## src/rtl/timer_bus_arbiter.sv

```systemverilog
// Round-robin arbiter sharing the timer peripheral register port between N_REQ bus masters.
// One outstanding access at a time (IDLE -> ACCESS -> RESP), with an optional bus timeout.
module timer_bus_arbiter #(
  parameter int N_REQ   = 2,
  parameter int ADDR_W  = 8,
  parameter int DATA_W  = 32,
  parameter int TIMEOUT = 16
) (
  input  logic                      clk,
  input  logic                      rst,
  input  logic [N_REQ-1:0]          req_valid,
  input  logic [N_REQ-1:0]          req_rw,
  input  logic [N_REQ*ADDR_W-1:0]   req_addr,
  input  logic [N_REQ*DATA_W-1:0]   req_wdata,
  output logic [N_REQ-1:0]          req_done,
  output logic                      req_error,
  output logic [DATA_W-1:0]         req_rdata,
  output logic [N_REQ-1:0]          grant,
  output logic                      p_cs,
  output logic [ADDR_W-1:0]         p_addr,
  output logic                      p_rw,
  output logic [DATA_W-1:0]         p_wdata,
  input  logic [DATA_W-1:0]         p_rdata,
  input  logic                      p_error,
  input  logic                      p_ready
);

  localparam int PTR_W = (N_REQ < 2) ? 1 : $clog2(N_REQ);
  localparam int CNT_W = (TIMEOUT < 2) ? 1 : $clog2(TIMEOUT + 1);
  localparam logic [CNT_W-1:0] CNT_LAST = CNT_W'((TIMEOUT > 0) ? TIMEOUT - 1 : 0);

  typedef enum logic [1:0] {ST_IDLE, ST_ACCESS, ST_RESP} state_e;

  state_e              state_q, state_d;
  logic [PTR_W-1:0]    ptr_q, ptr_d;
  logic [CNT_W-1:0]    cnt_q, cnt_d;
  logic [N_REQ-1:0]    grant_q, grant_d;
  logic [N_REQ-1:0]    req_done_q, req_done_d;
  logic                req_error_q, req_error_d;
  logic [DATA_W-1:0]   req_rdata_q, req_rdata_d;
  logic                p_cs_q, p_cs_d;
  logic [ADDR_W-1:0]   p_addr_q, p_addr_d;
  logic                p_rw_q, p_rw_d;
  logic [DATA_W-1:0]   p_wdata_q, p_wdata_d;

  logic                found;
  logic [PTR_W-1:0]    pick;
  logic [PTR_W:0]      idx;
  logic                sel_rw;
  logic [ADDR_W-1:0]   sel_addr;
  logic [DATA_W-1:0]   sel_wdata;

  // Search starts at the rr pointer and wraps, so the last winner has lowest priority.
  always_comb begin
    // NOTE: every combinational output gets a default first so no path leaves it unassigned (no latch).
    found     = 1'b0;
    pick      = '0;
    idx       = '0;
    sel_rw    = 1'b0;
    sel_addr  = '0;
    sel_wdata = '0;
    for (int i = 0; i < N_REQ; i++) begin
      idx = {1'b0, ptr_q} + (PTR_W+1)'(i);
      if (idx >= (PTR_W+1)'(N_REQ)) idx = idx - (PTR_W+1)'(N_REQ);
      if (!found && req_valid[idx[PTR_W-1:0]]) begin
        found = 1'b1;
        pick  = idx[PTR_W-1:0];
      end
    end
    for (int j = 0; j < N_REQ; j++) begin
      if (pick == PTR_W'(j)) begin
        sel_rw    = req_rw[j];
        sel_addr  = req_addr[j*ADDR_W +: ADDR_W];
        sel_wdata = req_wdata[j*DATA_W +: DATA_W];
      end
    end
  end

  always_comb begin
    state_d     = state_q;
    ptr_d       = ptr_q;
    cnt_d       = cnt_q;
    grant_d     = grant_q;
    req_done_d  = '0;
    req_error_d = req_error_q;
    req_rdata_d = req_rdata_q;
    p_cs_d      = p_cs_q;
    p_addr_d    = p_addr_q;
    p_rw_d      = p_rw_q;
    p_wdata_d   = p_wdata_q;
    unique case (state_q)
      ST_IDLE: begin
        if (found) begin
          state_d   = ST_ACCESS;
          grant_d   = N_REQ'(1) << pick;
          p_cs_d    = 1'b1;
          p_addr_d  = sel_addr;
          p_rw_d    = sel_rw;
          p_wdata_d = sel_wdata;
          ptr_d     = (pick == PTR_W'(N_REQ - 1)) ? '0 : pick + 1'b1;
          cnt_d     = '0;
        end
      end
      ST_ACCESS: begin
        if (p_ready) begin
          state_d     = ST_RESP;
          p_cs_d      = 1'b0;
          req_done_d  = grant_q;
          req_rdata_d = p_rw_q ? '0 : p_rdata;
          req_error_d = p_error;
          cnt_d       = '0;
        end else if (TIMEOUT != 0 && cnt_q == CNT_LAST) begin
          state_d     = ST_RESP;
          p_cs_d      = 1'b0;
          req_done_d  = grant_q;
          req_rdata_d = '0;
          req_error_d = 1'b1;
          cnt_d       = '0;
        end else if (TIMEOUT != 0) begin
          cnt_d = cnt_q + 1'b1;
        end
      end
      ST_RESP: begin
        state_d = ST_IDLE;
        grant_d = '0;
      end
      default: state_d = ST_IDLE;
    endcase
  end

  always_ff @(posedge clk) begin
    // NOTE: non-blocking assignments so every flop samples the pre-edge value of its inputs.
    if (rst) begin
      state_q     <= ST_IDLE;
      ptr_q       <= '0;
      cnt_q       <= '0;
      grant_q     <= '0;
      req_done_q  <= '0;
      req_error_q <= 1'b0;
      req_rdata_q <= '0;
      p_cs_q      <= 1'b0;
      p_addr_q    <= '0;
      p_rw_q      <= 1'b0;
      p_wdata_q   <= '0;
    end else begin
      state_q     <= state_d;
      ptr_q       <= ptr_d;
      cnt_q       <= cnt_d;
      grant_q     <= grant_d;
      req_done_q  <= req_done_d;
      req_error_q <= req_error_d;
      req_rdata_q <= req_rdata_d;
      p_cs_q      <= p_cs_d;
      p_addr_q    <= p_addr_d;
      p_rw_q      <= p_rw_d;
      p_wdata_q   <= p_wdata_d;
    end
  end

  assign req_done  = req_done_q;
  assign req_error = req_error_q;
  assign req_rdata = req_rdata_q;
  assign grant     = grant_q;
  assign p_cs      = p_cs_q;
  assign p_addr    = p_addr_q;
  assign p_rw      = p_rw_q;
  assign p_wdata   = p_wdata_q;

endmodule

```

## config.mk

```make
export PLATFORM = sky130hd
export DESIGN_NAME = timer_bus_arbiter
export DESIGN_NICKNAME = d
export VERILOG_FILES = /design/src/rtl/timer_bus_arbiter.sv
export SDC_FILE = /design/constraint.sdc
export NUM_CORES = 1
export LEC_CHECK = 0
export ABC_AREA = 0
export CAP_MARGIN = 20
export CORE_MARGIN = 5
export CORE_UTILIZATION = 35
export DETAILED_ROUTE_END_ITERATION = 16
export PLACE_DENSITY = 0.79
export SKIP_LAST_GASP = 1
export SYNTH_ARGS = -nofsm -noshare
export SYNTH_HDL_FRONTEND = slang
export SYNTH_SLANG_ARGS = --single-unit
export TNS_END_PERCENT = 5
```

## constraint.sdc

```tcl
create_clock -name clk -period 1.7 [get_ports clk]
set_clock_uncertainty 0.1 [all_clocks]
set_input_delay 0.17 -clock clk [delete_from_list [all_inputs] [get_ports clk]]
set_output_delay 0.17 -clock clk [all_outputs]
set_load 0.1 [all_outputs]
```

* Word level (Yosys, flattened, before mapping)
Cells that the tools add are included.
** Word-level totals
- Flip-flop bits (word level) :: 87
- Latch bits :: 0
- Bits in writable memories :: 0
- Bits in read-only memories :: 0
- Bits of input ports :: 120
- Output and inout port bits :: 79
- Logic and storage cells :: 75
- Memories :: 0
** Cells by class
- $add $sub $neg :: 5
- Multiply operators :: 0
- Div/mod/pow operators :: 0
- $lt $le $gt $ge :: 4
- Equal/unequal tests :: 5
- Shifts and indexed selects :: 1
- Muxes and demuxes :: 35
- Bitwise gates (word level) :: 1
- Reductions and logical operators :: 13
** Operators with widths (count)
- 32-bit two-way mux :: 4
- 1-bit two-way mux :: 17
- 5-bit two-way mux :: 3
- 2-bit two-way mux :: 6
- 5-bit case mux with 2 select lines :: 1
- 2-bit AND reduction :: 5
- 8-bit two-way mux :: 1
- 2-bit case mux with 2 select lines :: 2
- 2-bit nonzero test :: 3
- 5-bit by 1-bit adder with 5-bit output (second input constant) :: 1
- 5-bit by 4-bit equality test with 1-bit output (second input constant) :: 1
- 1-bit by 2-bit < comparator with 1-bit output (second input constant) :: 2
- 3-bit != test (second input constant) :: 1
- 3-bit AND reduction :: 1
- 1-bit by 1-bit adder with 2-bit output (second input constant) :: 1
- 2-bit by 1-bit equality test with 1-bit output (second input constant) :: 1
- 2-bit equality test (second input constant) :: 1
- 1-bit by 2-bit >= comparator with 1-bit output (second input constant) :: 1
- 2-bit >= comparator (second input constant) :: 1
- 2-bit zero test :: 1
- 2-bit != test (second input constant) :: 1
- 1-bit case mux with 2 select lines :: 1
- 2-bit OR reduction :: 1
- 1-bit by 1-bit << shifter with 2-bit output (first input constant) :: 1
- 5 further kinds :: 6

* Longest topological paths before layout
- Word-level depth :: 11
- Mapped depth :: 6
- Depth with buffers taken out :: 4

* Worst setup path after synthesis
OpenSTA, ideal clock, no wires.
- Kind :: register to register
- Start :: register p_rw_q, in the netlist p_rw
- End :: register req_rdata_q[10], in the netlist req_rdata[10]
- Library setup time :: 0.117 ns
- Arrival :: 1.526 ns
- Data required time :: 1.483 ns
- Slack :: -0.043 ns
- Stages on the path, launching flop included :: 4
- Path buffers :: 1
- Clock period less this slack :: 1.743 ns
- Cell sequence :: dfxtp_1 nor4_2 buf_2 a32o_1
** Between the ends
- Longest elaborated chain between the ends :: 2
** Ends and longest elaborated chain
- start, declared :: line 43 : logic p_rw_q, p_rw_d;
- start signal, assigned :: line 155 : p_rw_q <= p_rw_d;
- 32-bit two-way mux :: line 109 : req_rdata_d = p_rw_q ? '0 : p_rdata;
- 32-bit two-way mux :: line 105 : if (p_ready) begin
- end signal, assigned :: line 152 : req_rdata_q <= req_rdata_d;
- end, declared :: line 40 : logic [DATA_W-1:0] req_rdata_q, req_rdata_d;
No other way between the ends.
A chain may end at the register's enable or synchronous reset.

* Worst setup path after layout
- Start :: register state_q[1]
- End :: register p_wdata_q[5], in the netlist p_wdata[5]
** Between the ends
- Longest elaborated chain between the ends :: 2
** Ends and longest elaborated chain
- start, declared :: line 34 : state_e state_q, state_d;
- start signal, assigned :: line 146 : state_q <= state_d;
- 2-bit zero test :: line 91 : unique case (state_q)
- 2-bit AND reduction (no line)
- end signal, assigned :: line 156 : p_wdata_q <= p_wdata_d;
- end, declared :: line 44 : logic [DATA_W-1:0] p_wdata_q, p_wdata_d;
No other way between the ends.

==> run metrics <==
worst setup margin=-0.00876 ns; final setup fails=1; global-route wire length before repair=21.5 mm; Crit path buffers/inverters=0; CTS tree=done; Fin Hold WS=0.106 ns; dpl ws=-0.319 ns; 1st-pass router iterations=4; DRC Markers=0; total CTS buffers=9; Worst-Margin Slew=0.647 ns; Std-Cell Core Area=10400 sq um; post-synthesis cell area=3750 sq um; CP delay by family, top=simple AND/OR/NAND/NOR gates; area delta synth->final=84.8%; failing checks=setup timing; slowest cell delay on critical path=0.53 ns; Critical Path RT=1.79 ns; TritonCTS Sinks=87; drt initial violations=285; largest net degree at the start of global routing=44; Root Driver=clkbuf_8; Site Rows=37; IO Port Bufs=198; syn avg cell area=9.81 sq um; max_cap viols=0; Crit-path slowest cell=nor2_4; initial antenna violation count=1; Max Slew Vio Count=0; Post-synth EDFFs=0; syn nets=503; Fill cells=774; routability cong.=0.771; Vias=4016; achievable frequency=0.585 GHz; peak supply drop=430 uV; Synth Flop Type=dfxtp_1; Worst Path Arrival=1.80 ns; nets=689; RSZ-0062 raised after global routing=true; I/O pins=199; Post-synth top cells=dfxtp_1 (87), a21oi_1 (46), o21ai_0 (44); H-tree depth=3; die width=113 um; Initial Util=36.1%; Leak=2.51 nW; top-count cell post-synth=dfxtp_1; Clock Path Buffers=2; Synth Instances=382; Layout Cells excl Fill=710; area of the die=12900 sq um; post-route ant nets=0; layout cell share with drive strength beyond 1=23.6%; number of global-route vias before repair=4141; pwr/cell area=973 nW/um^2; CP Launch Type=flip-flop; HPWL after detailed placement=10.1 mm; vias per cell=5.66; crit-path cells=or2_2 > nor2_4 > a311oi_1; placed cell count=692; yosys warns=0; All-Layer GR Usage=20.6%; synth top area cells=dfxtp_1 (46%), a311oi_1 (9.6%), a32o_1 (8.6%); register area share after synthesis=46.5%; Synth area leader=dfxtp_1; post-CTS setup buffer count=0; Clk pin slew, worst setup/hold paths=0.09 ns; GR Overflow Total=0; final hold vios=0; crit path kind=reg -> reg; Clk Latency, worst-skew pair=0.35 ns; Die H=113 um; wire per inst=19.3 um; Final period util=101%; Post-Route WL=13.7 mm; Max-slew headroom=56.8%; status=complete, but fails checks; worst hold-check path type=in -> reg; area share of the largest cell type after synthesis=46.5%; cts hold-fix bufs=0; flops & latches, synth=87; CP endpoint kind=flip-flop; async set-reset flop share out of synthesis=0%; Yosys cell types=35; min Tclk post-route=1.71 ns; CP max FO=22
[per-layer routing]
metal | up-vias | share of wire, % | GRT usage (%)
li1 | 1878 | - | -
met1 | 1929 | 38 | 22.7
met2 | 196 | 52 | 36.4
met3 | 13 | 8.6 | 6.63
met4 | 0 | 1.3 | 8.33
met5 | - | 0 | 0
[area by class of cell]
| type | count | area [sq um] | share of cell area (%) |
|---|---|---|---|
| Multi-Input combinational cell | 243 | 1780 | 25.7 |
| Timing Repair Buffer | 222 | 3030 | 43.8 |
| Clock buffer | 9 | 124 | 1.79 |
| Sequential cell | 87 | 1750 | 25.2 |
| Inverter | 5 | 18.8 | 0.271 |
| Tap cell | 136 | 170 | 2.46 |
| Clock inverter | 7 | 53.8 | 0.777 |
| Antenna cell | 1 | 2.50 | 0.0362 |
[metrics by stage]
step | area (sq um) | setup TNS, ns | total power [mW] | util [%]
after global routing | 6920 | -0.645 | 7.00 | 66.7
final | 6920 | -0.00876 | 6.74 | 66.7
after detailed placement | 6720 | -14.69 | 5.45 | 64.8
after global placement | 6720 | -11.74 | 5.40 | 64.8
after floorplan | 3750 | 0 | 4.17 | -
after CTS | 6910 | -0.290 | 6.79 | 66.6
[worst register-to-register path, stage by stage (launching register included)]
cell      delay (ns)
dfxtp_1         0.32
or2_2           0.37
nor2_4          0.53
a311oi_1        0.23
[kinds of logic (layout without fill, tap and decap cells)]
logic type      Yosys count  after routing  synth area share [%]
flops                    87             87                  46.5
compound gates          175            175                  32.9
buf+inv                  53            243                  7.25
fa+ha+maj                 1              1                 0.334
other cells               0              1                     0
simple gates             66             67                  13.1
[registers in the layout, indices dropped and copies added, names as in the netlist]
register	cells
req_rdata	32
p_cs	1
p_rw	1
req_done	2
p_addr	8
cnt_q	5
req_error	1
state_q	2
p_wdata	32
grant	2
ptr_q	1
[layout by cell type, fill, tap and decap left out, drive strengths merged, types with 2 or more instances in the layout]
| cell | n |
|---|---|
| o211ai | 3 |
| clkinv | 2 |
| clkinvlp | 3 |
| nand2b | 2 |
| nor2 | 6 |
| a211oi | 3 |
| o21ai | 44 |
| dfxtp | 87 |
| inv | 7 |
| nand3 | 3 |
| clkbuf | 9 |
| a32o | 32 |
| a211o | 2 |
| a21oi | 46 |
| or2 | 2 |
| a311oi | 41 |
| o211a | 2 |
| nand3b | 42 |
| buf | 105 |
| nor3b | 3 |
| clkdlybuf4s50 | 117 |
[report_power, final]
| part | leakage [nW] | internal, mW | switching [mW] |
|---|---|---|---|
| sequential | 0.716 | 2.22 | 0.196 |
| combinational | 1.71 | 1.18 | 1.81 |
| clock | 0.0827 | 0.544 | 0.783 |
[worst paths after layout]
| path | from | end | slack, ns | cells past startpoint |
|---|---|---|---|---|
| max | state_q[1]$_SDFFE_PP0P_ | p_wdata[5]$_SDFFE_PP0P_ | -0.009 | 3 |
| min | rst | ptr_q$_SDFFE_PP0P_ | 0.11 | 3 |
| max reg2reg | state_q[1]$_SDFFE_PP0P_ | p_wdata[5]$_SDFFE_PP0P_ | -0.009 | 3 |
| min reg2reg | cnt_q[4]$_SDFFE_PP0P_ | cnt_q[4]$_SDFFE_PP0P_ | 0.40 | 1 |
[repair_timing]
| item | CTS | global route |
|---|---|---|
| gates cloned | 1 | 0 |
| gates resized for setup | 1 | 3 |
| setup endpoints to repair | 71 | 69 |
| pin swaps | 1 | 1 |
(Power assumes the default switching activity.)
